--- config.mk ---
export PLATFORM = sky130hd
export DESIGN_NAME = jtpopeye_rom_arb
export DESIGN_NICKNAME = d
export VERILOG_FILES = /design/src/rtl/jtpopeye_rom_arb.sv
export SDC_FILE = /design/constraint.sdc
export NUM_CORES = 1
export LEC_CHECK = 0
export ABC_AREA = 0
export CAP_MARGIN = 25
export CELL_PAD_IN_SITES_DETAIL_PLACEMENT = 0
export CELL_PAD_IN_SITES_GLOBAL_PLACEMENT = 1
export CORE_UTILIZATION = 38
export CTS_CLUSTER_SIZE = 25
export DETAILED_ROUTE_END_ITERATION = 8
export PLACE_DENSITY = 0.95
export SYNTH_ARGS = -nofsm -noshare
export SYNTH_HDL_FRONTEND = slang
export SYNTH_SLANG_ARGS = --single-unit
--- constraint.sdc ---
create_clock -name clk_rom_i -period 6.65 [get_ports clk_rom_i]
set_clock_uncertainty 0.05 [all_clocks]
set_input_delay 0.9975 -clock clk_rom_i [delete_from_list [all_inputs] [get_ports clk_rom_i]]
set_output_delay 0.9975 -clock clk_rom_i [all_outputs]
set_load 0.05 [all_outputs]
--- src/rtl/jtpopeye_rom_arb.sv ---
// ---------------------------------------------------------------------------
// jtpopeye_rom_arb
// Arbitrates one SDRAM port between a ROM download writer and two cached
// read requesters (cpu, vid). Download writes go through a one-entry holding
// buffer and always take priority over reads. Each reader has a one-word
// cache (address tag, data word, valid bit); ok is a combinational hit.
//
// Ports
//   clk_rom_i, rst_i            : clock, synchronous active-high reset
//   downloading_i               : ROM download in progress (blocks reads)
//   prog_addr_i/data_i/mask_i/we_i : download write (mask active-low)
//   cpu_*/vid_*                 : level requests, held until ok
//   sdram_addr_o/din_o/dqm_o    : access address, write word, byte mask
//   sdram_rd_o/wr_o             : access request levels
//   sdram_ack_i, data_rdy_i, sdram_dout_i : SDRAM handshake and read data
//   prog_ovf_o                  : sticky download-overflow flag
// ---------------------------------------------------------------------------
module jtpopeye_rom_arb #(
   parameter int AW        = 22,
   parameter bit VID_FIRST = 1'b1
) (
   input  logic          clk_rom_i,
   input  logic          rst_i,
   input  logic          downloading_i,
   input  logic [AW-1:0] prog_addr_i,
   input  logic [7:0]    prog_data_i,
   input  logic [1:0]    prog_mask_i,
   input  logic          prog_we_i,
   input  logic          cpu_req_i,
   input  logic [AW-1:0] cpu_addr_i,
   output logic [15:0]   cpu_data_o,
   output logic          cpu_ok_o,
   input  logic          vid_req_i,
   input  logic [AW-1:0] vid_addr_i,
   output logic [15:0]   vid_data_o,
   output logic          vid_ok_o,
   output logic [AW-1:0] sdram_addr_o,
   output logic [15:0]   sdram_din_o,
   output logic [1:0]    sdram_dqm_o,
   output logic          sdram_rd_o,
   output logic          sdram_wr_o,
   input  logic          sdram_ack_i,
   input  logic          data_rdy_i,
   input  logic [15:0]   sdram_dout_i,
   output logic          prog_ovf_o
);

   typedef enum logic [1:0] {
      S_IDLE  = 2'd0,
      S_WRITE = 2'd1,
      S_READ  = 2'd2,
      S_WAIT  = 2'd3
   } state_t;

   state_t        state_q, state_d;
   logic          dl_q;
   logic          buf_full_q;
   logic [AW-1:0] buf_addr_q;
   logic [7:0]    buf_data_q;
   logic [1:0]    buf_mask_q;
   logic          prog_ovf_q;
   logic [AW-1:0] sdram_addr_q;
   logic [15:0]   sdram_din_q;
   logic [1:0]    sdram_dqm_q;
   logic [AW-1:0] cpu_tag_q, vid_tag_q;
   logic [15:0]   cpu_word_q, vid_word_q;
   logic          cpu_valid_q, vid_valid_q;
   logic          last_vid_q;   // port served by the most recent read
   logic          win_vid_q;    // port owning the read in flight

   logic dl_rise_s, cpu_hit_s, vid_hit_s, cpu_cand_s, vid_cand_s;
   logic rd_allow_s, pick_vid_s, start_rd_s, start_wr_s, wr_done_s, fill_s;
   logic buf_take_s, buf_drop_s;

   assign dl_rise_s  = downloading_i & ~dl_q;
   assign cpu_hit_s  = cpu_req_i & cpu_valid_q & (cpu_addr_i == cpu_tag_q) & ~downloading_i;
   assign vid_hit_s  = vid_req_i & vid_valid_q & (vid_addr_i == vid_tag_q) & ~downloading_i;
   assign cpu_cand_s = cpu_req_i & ~cpu_hit_s;
   assign vid_cand_s = vid_req_i & ~vid_hit_s;
   assign rd_allow_s = (state_q == S_IDLE) & ~buf_full_q & ~downloading_i;
   // vid wins if it is the only candidate, or if both compete and cpu went last
   assign pick_vid_s = vid_cand_s & (~cpu_cand_s | ~last_vid_q);
   assign start_rd_s = rd_allow_s & (cpu_cand_s | vid_cand_s);
   assign start_wr_s = (state_q == S_IDLE) & buf_full_q;
   assign wr_done_s  = (state_q == S_WRITE) & sdram_ack_i;
   assign fill_s     = (state_q == S_WAIT) & data_rdy_i;
   // the slot frees on the ack edge, so a strobe on that cycle still fits
   assign buf_take_s = prog_we_i & (~buf_full_q | wr_done_s);
   assign buf_drop_s = prog_we_i & buf_full_q & ~wr_done_s;

   assign cpu_ok_o    = cpu_hit_s;
   assign vid_ok_o    = vid_hit_s;
   assign cpu_data_o  = cpu_word_q;
   assign vid_data_o  = vid_word_q;
   assign sdram_addr_o = sdram_addr_q;
   assign sdram_din_o  = sdram_din_q;
   assign sdram_dqm_o  = sdram_dqm_q;
   assign prog_ovf_o   = prog_ovf_q;

   // FSM state register
   always_ff @(posedge clk_rom_i) begin
      if (rst_i) begin
         state_q <= S_IDLE;
      end else begin
         state_q <= state_d;
      end
   end

   // FSM next-state logic; a pending write pre-empts any read
   always_comb begin
      state_d = state_q;
      case (state_q)
         S_IDLE: begin
            if (start_wr_s) state_d = S_WRITE;
            else if (start_rd_s) state_d = S_READ;
            else state_d = S_IDLE;
         end
         S_WRITE: begin
            if (sdram_ack_i) state_d = S_IDLE;
            else state_d = S_WRITE;
         end
         S_READ: begin
            if (sdram_ack_i) state_d = S_WAIT;
            else state_d = S_READ;
         end
         S_WAIT: begin
            if (data_rdy_i) state_d = S_IDLE;
            else state_d = S_WAIT;
         end
         default: state_d = S_IDLE;
      endcase
   end

   // FSM outputs: access request levels
   always_comb begin
      sdram_rd_o = 1'b0;
      sdram_wr_o = 1'b0;
      case (state_q)
         S_WRITE: sdram_wr_o = 1'b1;
         S_READ:  sdram_rd_o = 1'b1;
         default: begin
            sdram_rd_o = 1'b0;
            sdram_wr_o = 1'b0;
         end
      endcase
   end

   // download holding buffer and sticky overflow flag
   always_ff @(posedge clk_rom_i) begin
      if (rst_i) begin
         dl_q       <= 1'b0;
         buf_full_q <= 1'b0;
         buf_addr_q <= '0;
         buf_data_q <= 8'h00;
         buf_mask_q <= 2'b11;
         prog_ovf_q <= 1'b0;
      end else begin
         dl_q       <= downloading_i;
         prog_ovf_q <= (prog_ovf_q & ~dl_rise_s) | buf_drop_s;
         if (buf_take_s) begin
            buf_full_q <= 1'b1;
            buf_addr_q <= prog_addr_i;
            buf_data_q <= prog_data_i;
            buf_mask_q <= prog_mask_i;
         end else if (wr_done_s) begin
            buf_full_q <= 1'b0;
         end
      end
   end

   // SDRAM address/data/mask, loaded when an access is launched
   always_ff @(posedge clk_rom_i) begin
      if (rst_i) begin
         sdram_addr_q <= '0;
         sdram_din_q  <= 16'h0000;
         sdram_dqm_q  <= 2'b11;
      end else if (start_wr_s) begin
         sdram_addr_q <= buf_addr_q;
         sdram_din_q  <= {buf_data_q, buf_data_q};
         sdram_dqm_q  <= buf_mask_q;
      end else if (start_rd_s) begin
         sdram_addr_q <= pick_vid_s ? vid_addr_i : cpu_addr_i;
         sdram_dqm_q  <= 2'b00;   // reads return the full word
      end
   end

   // per-port caches and round-robin pointer
   always_ff @(posedge clk_rom_i) begin
      if (rst_i) begin
         cpu_tag_q   <= '0;
         vid_tag_q   <= '0;
         cpu_word_q  <= 16'h0000;
         vid_word_q  <= 16'h0000;
         cpu_valid_q <= 1'b0;
         vid_valid_q <= 1'b0;
         last_vid_q  <= ~VID_FIRST;
         win_vid_q   <= VID_FIRST;
      end else begin
         if (start_rd_s) begin
            win_vid_q  <= pick_vid_s;
            last_vid_q <= pick_vid_s;
            if (pick_vid_s) begin
               vid_tag_q   <= vid_addr_i;
               vid_valid_q <= 1'b0;
            end else begin
               cpu_tag_q   <= cpu_addr_i;
               cpu_valid_q <= 1'b0;
            end
         end
         if (fill_s) begin
            if (win_vid_q) begin
               vid_word_q  <= sdram_dout_i;
               vid_valid_q <= 1'b1;
            end else begin
               cpu_word_q  <= sdram_dout_i;
               cpu_valid_q <= 1'b1;
            end
         end
         // a new download invalidates everything, including a fill landing now
         if (dl_rise_s) begin
            cpu_valid_q <= 1'b0;
            vid_valid_q <= 1'b0;
         end
      end
   end

endmodule

* Yosys cells after proc, flatten, opt, wreduce, memory -nomap -nowiden
Index checks and enable logic that the tools add are counted.
W data, S select, Z words.
** Operators by class
- Eq/ne operators :: 5
- Bitwise logic cells :: 35
- Reductions and logical operators :: 8
- Mux-type cells :: 23
** Operator list (number)
- $mux W22 :: 3
- $eq A22 B22 Y1 :: 2
- $and A1 B1 Y1 :: 20
- $mux W1 :: 14
- $not A1 Y1 :: 11
- $mux W2 :: 5
- $pmux W2 S4 :: 1
- $reduce_and A2 Y1 :: 4
- $eq A2 B2 Y1 const B :: 2
- $or A1 B1 Y1 :: 4
- $reduce_bool A2 Y1 :: 2
- $eq A2 B1 Y1 const B :: 1
- $logic_not A2 Y1 :: 1
- $reduce_or A2 Y1 :: 1
** Word-level totals
- Logic and storage cells :: 89
- Bits in registers :: 157

* Logic depth before layout (Yosys ltp)
- Depth after elaboration :: 12
- Depth in mapped cells :: 9
- Mapped depth without buffers :: 7

* Worst setup path after synthesis
No wires, ideal clock.
- Kind :: input to output
- Start point :: input cpu_addr_i[15]
- End point :: output cpu_ok_o
- Slack :: 3.206 ns
- Data required time :: 5.602 ns
- Stages on the path :: 5
- Data arrival time :: 2.397 ns
- Cells stage by stage :: xor2_1 nor4_1 nand4_1 or3_2 inv_1
** On the way
- Longest elaborated chain between the ends :: 3
** RTL lines
- start, declared :: RTL line 30 : input logic [AW-1:0] cpu_addr_i,
- $eq A22 B22 Y1 :: RTL line 76 : assign cpu_hit_s = cpu_req_i & cpu_valid_q & (cpu_addr_i == cpu_tag_q) & ~downloading_i;
- $and A1 B1 Y1 (2 in a row) :: RTL line 76
- end, declared :: RTL line 32 : output logic cpu_ok_o,
No other way between the ends.

* Worst setup path after layout
Same ends and word-level chain as after synthesis.

==> impl_results.md <==
* Worst Path Max Fanout at 3
* H-tree levels at 4
* Kind of path behind the tightest hold check: reg -> reg
* Post-Syn Nets at between 800 and 900
* R2R Setup Slk at ~3.6 ns
* Arr. time, crit path at ~3.8 ns
* Largest net degree at the start of global routing at 82
* Post-Layout Cell Count at ~1100
* Outcome: finished clean
* Placement Setup Slack at between 1.5 and 2 ns
* Worst rel slew slack at 0.303
* Area grow syn2layout at 39.8%
* Gates resized, CTS repair at 0
* Routability Congestion at between 0.8 and 0.9
* HPWL Detailed at approximately 12000 µm
* Initial DRC count at ~310
* Standard-cell row count at 46
* Synth unique cells at 38
* Worst reg2reg path depth at 8
* Placed Instances at 1053
* Slew Limit Fails at 0
* Synthesized area at 6170 µm²
* Most frequent cells in the layout: 175 x nand2_1, 175 x clkdlybuf4s50_1, 149 x dfxtp_1
* Final nets at ~960
* Yosys reg bits at around 150
* Pleak at roughly 3.3 nW
* Fin crit period at 4.83 ns
* Input/output buffers at around 180
* Crit path launch: cpu_addr_i[15]
* Cts hold-fix bufs at 0
* Max Buffers Root-to-Sink at 2
* Yosys Warn Count at 0
* CTS tree: done
* TritonCTS buffer count at 17
* Drt total wl at about 17000 µm
* Grt ovf at 0
* ANT nets after route at 0
* Crit path required time at 5.60 ns
* RSZ-0062 raised after global routing: false
* Vias per inst at 4.82
* DR WL/cell at roughly 16 µm
* Setup crit end kind: primary output
* Final worst slack at 1.82 ns
* First-pass GRT wire length at around 27000 µm
* Initial core utilization at 0.388
* Maxcap violations at 0
* Critical path startpoint category: input port
* Worst-margin pin slew at ~1.0 ns
* Synth Flop Type: dfxtp_1
* Width of the die at approximately 130 µm
* Final Power at about 2.3 mW
* Root buffer cell: clkbuf_16
* Skew-Pair Late Insertion Delay at 0.42 ns
* Achievable Freq at 207 MHz
* Die Area at 16700 µm²
* WS Path Type: in -> out
* Ys async rst share at 0
* Share of layout cells above drive strength 1 at 0.0667
* I/O pins at 177
* Setup TNS at 0 ns
* Vias in the first global route at 5054
* RR Startpoint: cpu_tag_q[15]
* Syn_area_per_cell at 8.79 µm²
* Post-synth EDFFs at 0
* DR vias at 5230
* First drt pass iteration count at 4
* Initial antenna violation count at 0
* Post-route design area at between 8000 and 9000 µm²
* Final core utilization at 0.543
* CP Capture Point: cpu_ok_o
* VDD IR max at approximately 0.18 mV
* Placed Area at ~8000 µm²
* PwrDens at between 200 and 300 nW/µm²
* N_diodes at 0
* Worst hold slack at roughly 0.40 ns
* Cells after Synth at approximately 700
* Crit share post-route at 0.726
* Fin. Hold Viols at 0
* Register clock-pin slew on the reported worst setup and hold paths at about 0.05 ns
* DRC viols at 0
* Gr usage total at 0.210
* Seq/Total Area, Yosys at 0.483
* Sink Count at around 150
* Reg2reg end: sdram_addr_o[0]
* Die H at between 100 and 150 µm
* CORE AREA at 15900 µm²
* Post-CTS Setup Repair Bufs at 0
* Setup violators final at 0
==> state kept, by name, summed over array words and instances, names as in the netlist <==
signal,cells
prog_ovf_o,1
vid_tag_q,22
buf_full_q,1
vid_valid_q,1
sdram_din_o,8
win_vid_q,1
sdram_dqm_o,2
cpu_data_o,16
buf_addr_q,22
sdram_addr_o,22
last_vid_q,1
vid_data_o,16
buf_data_q,8
dl_q,1
cpu_tag_q,22
cpu_valid_q,1
buf_mask_q,2
state_q,2
==> critical path, cell delays in order <==
cell and delay, ns:
clkdlybuf4s50_1 0.45, xor2_1 0.16, nor4_1 0.48, nand4_1 0.26, or3_2 0.56, inv_1 0.07, clkdlybuf4s50_1 0.79
==> how the worst min path moves through the flow <==
stage	from	end	slack, ns	depth (start not counted)
after floorplan	buf_data_q[2]	sdram_din_o[10]	0.38	2
after global placement	buf_data_q[5]	sdram_din_o[13]	0.39	2
after detailed placement	buf_addr_q[11]	sdram_addr_o[11]	0.39	2
after CTS	buf_data_q[2]	sdram_din_o[10]	0.40	2
after global routing	vid_data_o[10]	vid_data_o[10]	0.42	2
final	buf_data_q[2]	sdram_din_o[10]	0.40	2
==> per-layer routing <==
| metal | GRT usage | share of wire | vias to the layer above |
|---|---|---|---|
| met2 | 0.329 | 0.47 | 125 |
| met3 | 0.0467 | 0.050 | 27 |
| li1 | - | - | 2657 |
| met5 | 0 | 0 | - |
| met4 | 0.0958 | 0.023 | 0 |
| met1 | 0.277 | 0.46 | 2421 |
==> Yosys cell counts (2+ instances only) <==
cell type / number / area (µm²)
nor4_1: 10 / 62.6
inv_1: 20 / 75.1
nand4_1: 4 / 25.0
mux2i_1: 58 / 581
a221o_2: 2 / 22.5
buf_2: 7 / 35.0
o221ai_1: 6 / 52.6
xnor2_1: 5 / 43.8
nand2_1: 175 / 657
nand2b_1: 4 / 25.0
a21oi_1: 85 / 425
nor3_1: 2 / 10.0
buf_4: 8 / 60.1
nor2_1: 51 / 191
dfxtp_1: 149 / 2980
xor2_1: 39 / 342
a222oi_1: 5 / 50.1
o221ai_2: 10 / 150
nand3_1: 9 / 45.0
nor2b_1: 4 / 25.0
buf_6: 2 / 22.5
clkbuf_1: 31 / 116
==> layout make-up <==
| cell class | count | area, µm² |
|---|---|---|
| Clock buffer | 23 | 478 |
| Clock inverter | 9 | 125 |
| Fill cell | 1490 | 7260 |
| Inverter | 20 | 75.1 |
| Multi-Input combinational cell | 484 | 2870 |
| Sequential cell | 149 | 2980 |
| Tap cell | 216 | 270 |
| Timing Repair Buffer | 184 | 1830 |
==> power breakdown <==
part	switching, mW	total (mW)	internal, mW
combinational	0.205	0.351	0.146
sequential	0.0269	0.963	0.936
clock	0.361	0.978	0.618
total	0.593	2.29	1.70
==> cell families after synthesis <==
group,share of synthesized area
AND/OR/NAND/NOR,0.179
XOR/XNOR,0.0625
buffers and inverters,0.0525
flip-flops,0.483
multiplexers,0.0941
AO/OA/AOI/OAI,0.129
Power figures use the tool's default switching activity.
==> edit (same flow settings) <==
Put one more register stage on the output `prog_ovf_o`, with the module's reset. The value now appears one clock later. The other outputs are not delayed to match.
--- a/src/rtl/jtpopeye_rom_arb.sv
+++ b/src/rtl/jtpopeye_rom_arb.sv
@@ -95,7 +95,13 @@
    assign sdram_addr_o = sdram_addr_q;
    assign sdram_din_o  = sdram_din_q;
    assign sdram_dqm_o  = sdram_dqm_q;
-   assign prog_ovf_o   = prog_ovf_q;
+   always_ff @(posedge clk_rom_i) begin
+      if (rst_i) begin
+         prog_ovf_o <= '0;
+      end else begin
+         prog_ovf_o <= prog_ovf_q;
+      end
+   end
 
    // FSM state register
    always_ff @(posedge clk_rom_i) begin
Check against the original RTL: not equivalent (Yosys sat finds a counterexample within 4 cycles, from zero or initial values and one cycle with rst_i high).
==> edit against the unedited design <==
  * Power increased by 1.7%
  * Cell area is 0.57% higher
  * Worst setup slack better by 72 ps
  * Combinational power hardly changed
  * Sequential cell count up 1
  * Wire length shrank 0.49%
  * Utilization up 0.31 points
  * Sequential share of layout area is essentially flat
  * Fmax grew 1.5%
  * Largest power group unchanged
  * Die area rose by 0.42%
  * Area after synthesis increased by 0.43%
==> edit: results (changes against the unedited design) <==
| Metric | Value |
|---|---|
| Status | `finished, final reports clean (unchanged)` |
| Drt pass-1 iters | `5 (was 4)` |
| M1 GR Usage | `26.6% (was 27.7%)` |
| CP arrival | `3710 ps (was 3780 ps)` |
| Syn avg cell area | `8.80 sq um (was 8.79 sq um)` |
| Final-layout fill cell count | `1496 (was 1490)` |
| Total wire length | `16.9 mm (was 17.0 mm)` |
| Max rail drop VDD | `0.195 mV (was 0.183 mV)` |
| Synth top cells by count | `nand2_1, dfxtp_1, a21oi_1 (unchanged)` |
| Setup violators final | `0 (unchanged)` |
| Slowest cell on crit path | `clkdlybuf4s50_1 (unchanged)` |
| DP Worst Slack | `1860 ps (was 1820 ps)` |
| First-pass GRT wire length | `25.8 mm (was 26.7 mm)` |
| Via density | `4.83 (was 4.82)` |
| Met2 WL | `7.99 mm (was 7.98 mm)` |
| Detailed-placement wirelength estimate | `12.2 mm (was 12.1 mm)` |
| Slew margin rel. | `31.8% (was 30.3%)` |
| Synth Area in Compound Gates | `12.8% (was 12.9%)` |
| Number of global-route vias before repair | `4892 (was 5054)` |
| Net count after synthesis | `804 (was 802)` |
| # nets final | `958 (was 956)` |
| Worst Hold Path Cells | `2 (unchanged)` |
| Share of layout cells above drive strength 1 | `6.78% (was 6.67%)` |
| All-Layer GR Usage | `20.4% (was 21.0%)` |
| Comb. pwr | `0.000352 W (was 0.000351 W)` |
| Post-synthesis sequential area ratio | `48.5% (was 48.3%)` |
| Pin count of the biggest net entering global routing | `88 (was 82)` |
| Clock power frac | `43.3% (was 42.7%)` |
| XOR/XNOR Fraction of Synth Area | `6.22% (was 6.25%)` |
| Switching Share | `26.0% (was 25.9%)` |
| Mux contribution to synthesized area | `9.37% (was 9.41%)` |
| Iteration-0 DRC Markers | `267 (was 314)` |
| Largest cells by area after synthesis | `dfxtp_1, nand2_1, mux2i_1 (unchanged)` |
| Metal3 WL | `956 microns (was 845 microns)` |
| Grt met3 use | `4.96% (was 4.67%)` |
| Clock buffer count from CTS | `17 (unchanged)` |
| Dpl cell area | `8050 sq um (was 8020 sq um)` |
| Logic gate share of total power | `15.1% (was 15.3%)` |
| DRT met1 WL | `7.78 mm (was 7.79 mm)` |
| Met2 usage | `33.3% (was 32.9%)` |
| Warnings, synthesis | `0 (unchanged)` |
| Finished Layout Cells | `1086 (was 1085)` |
edit: changes by cell type after synthesis:
cell and delta:
dfxtp_1 +1, buf_1 +2, nor2b_1 +1, clkbuf_1 -2
edit: cell type report:
type | count | area [sq um] | area share [%]
Clock buffer | 19 | 443 | 5.11
Clock inverter | 12 | 179 | 2.06
Inverter | 20 | 75.1 | 0.866
Multi-Input combinational cell | 485 | 2870 | 33.1
Sequential cell | 150 | 3000 | 34.6
Tap cell | 216 | 270 | 3.12
Timing Repair Buffer | 184 | 1830 | 21.1
edit: path summary, 6_finish.rpt:
kind / startpoint / end / slack, ps
worst min register to register: buf_data_q[0] / sdram_din_o[8] / 400
worst min-delay path: buf_data_q[0] / sdram_din_o[8] / 400
worst max-delay path: cpu_addr_i[16] / cpu_ok_o / 1900
worst max register to register: cpu_tag_q[13] / sdram_addr_o[5] / 3590
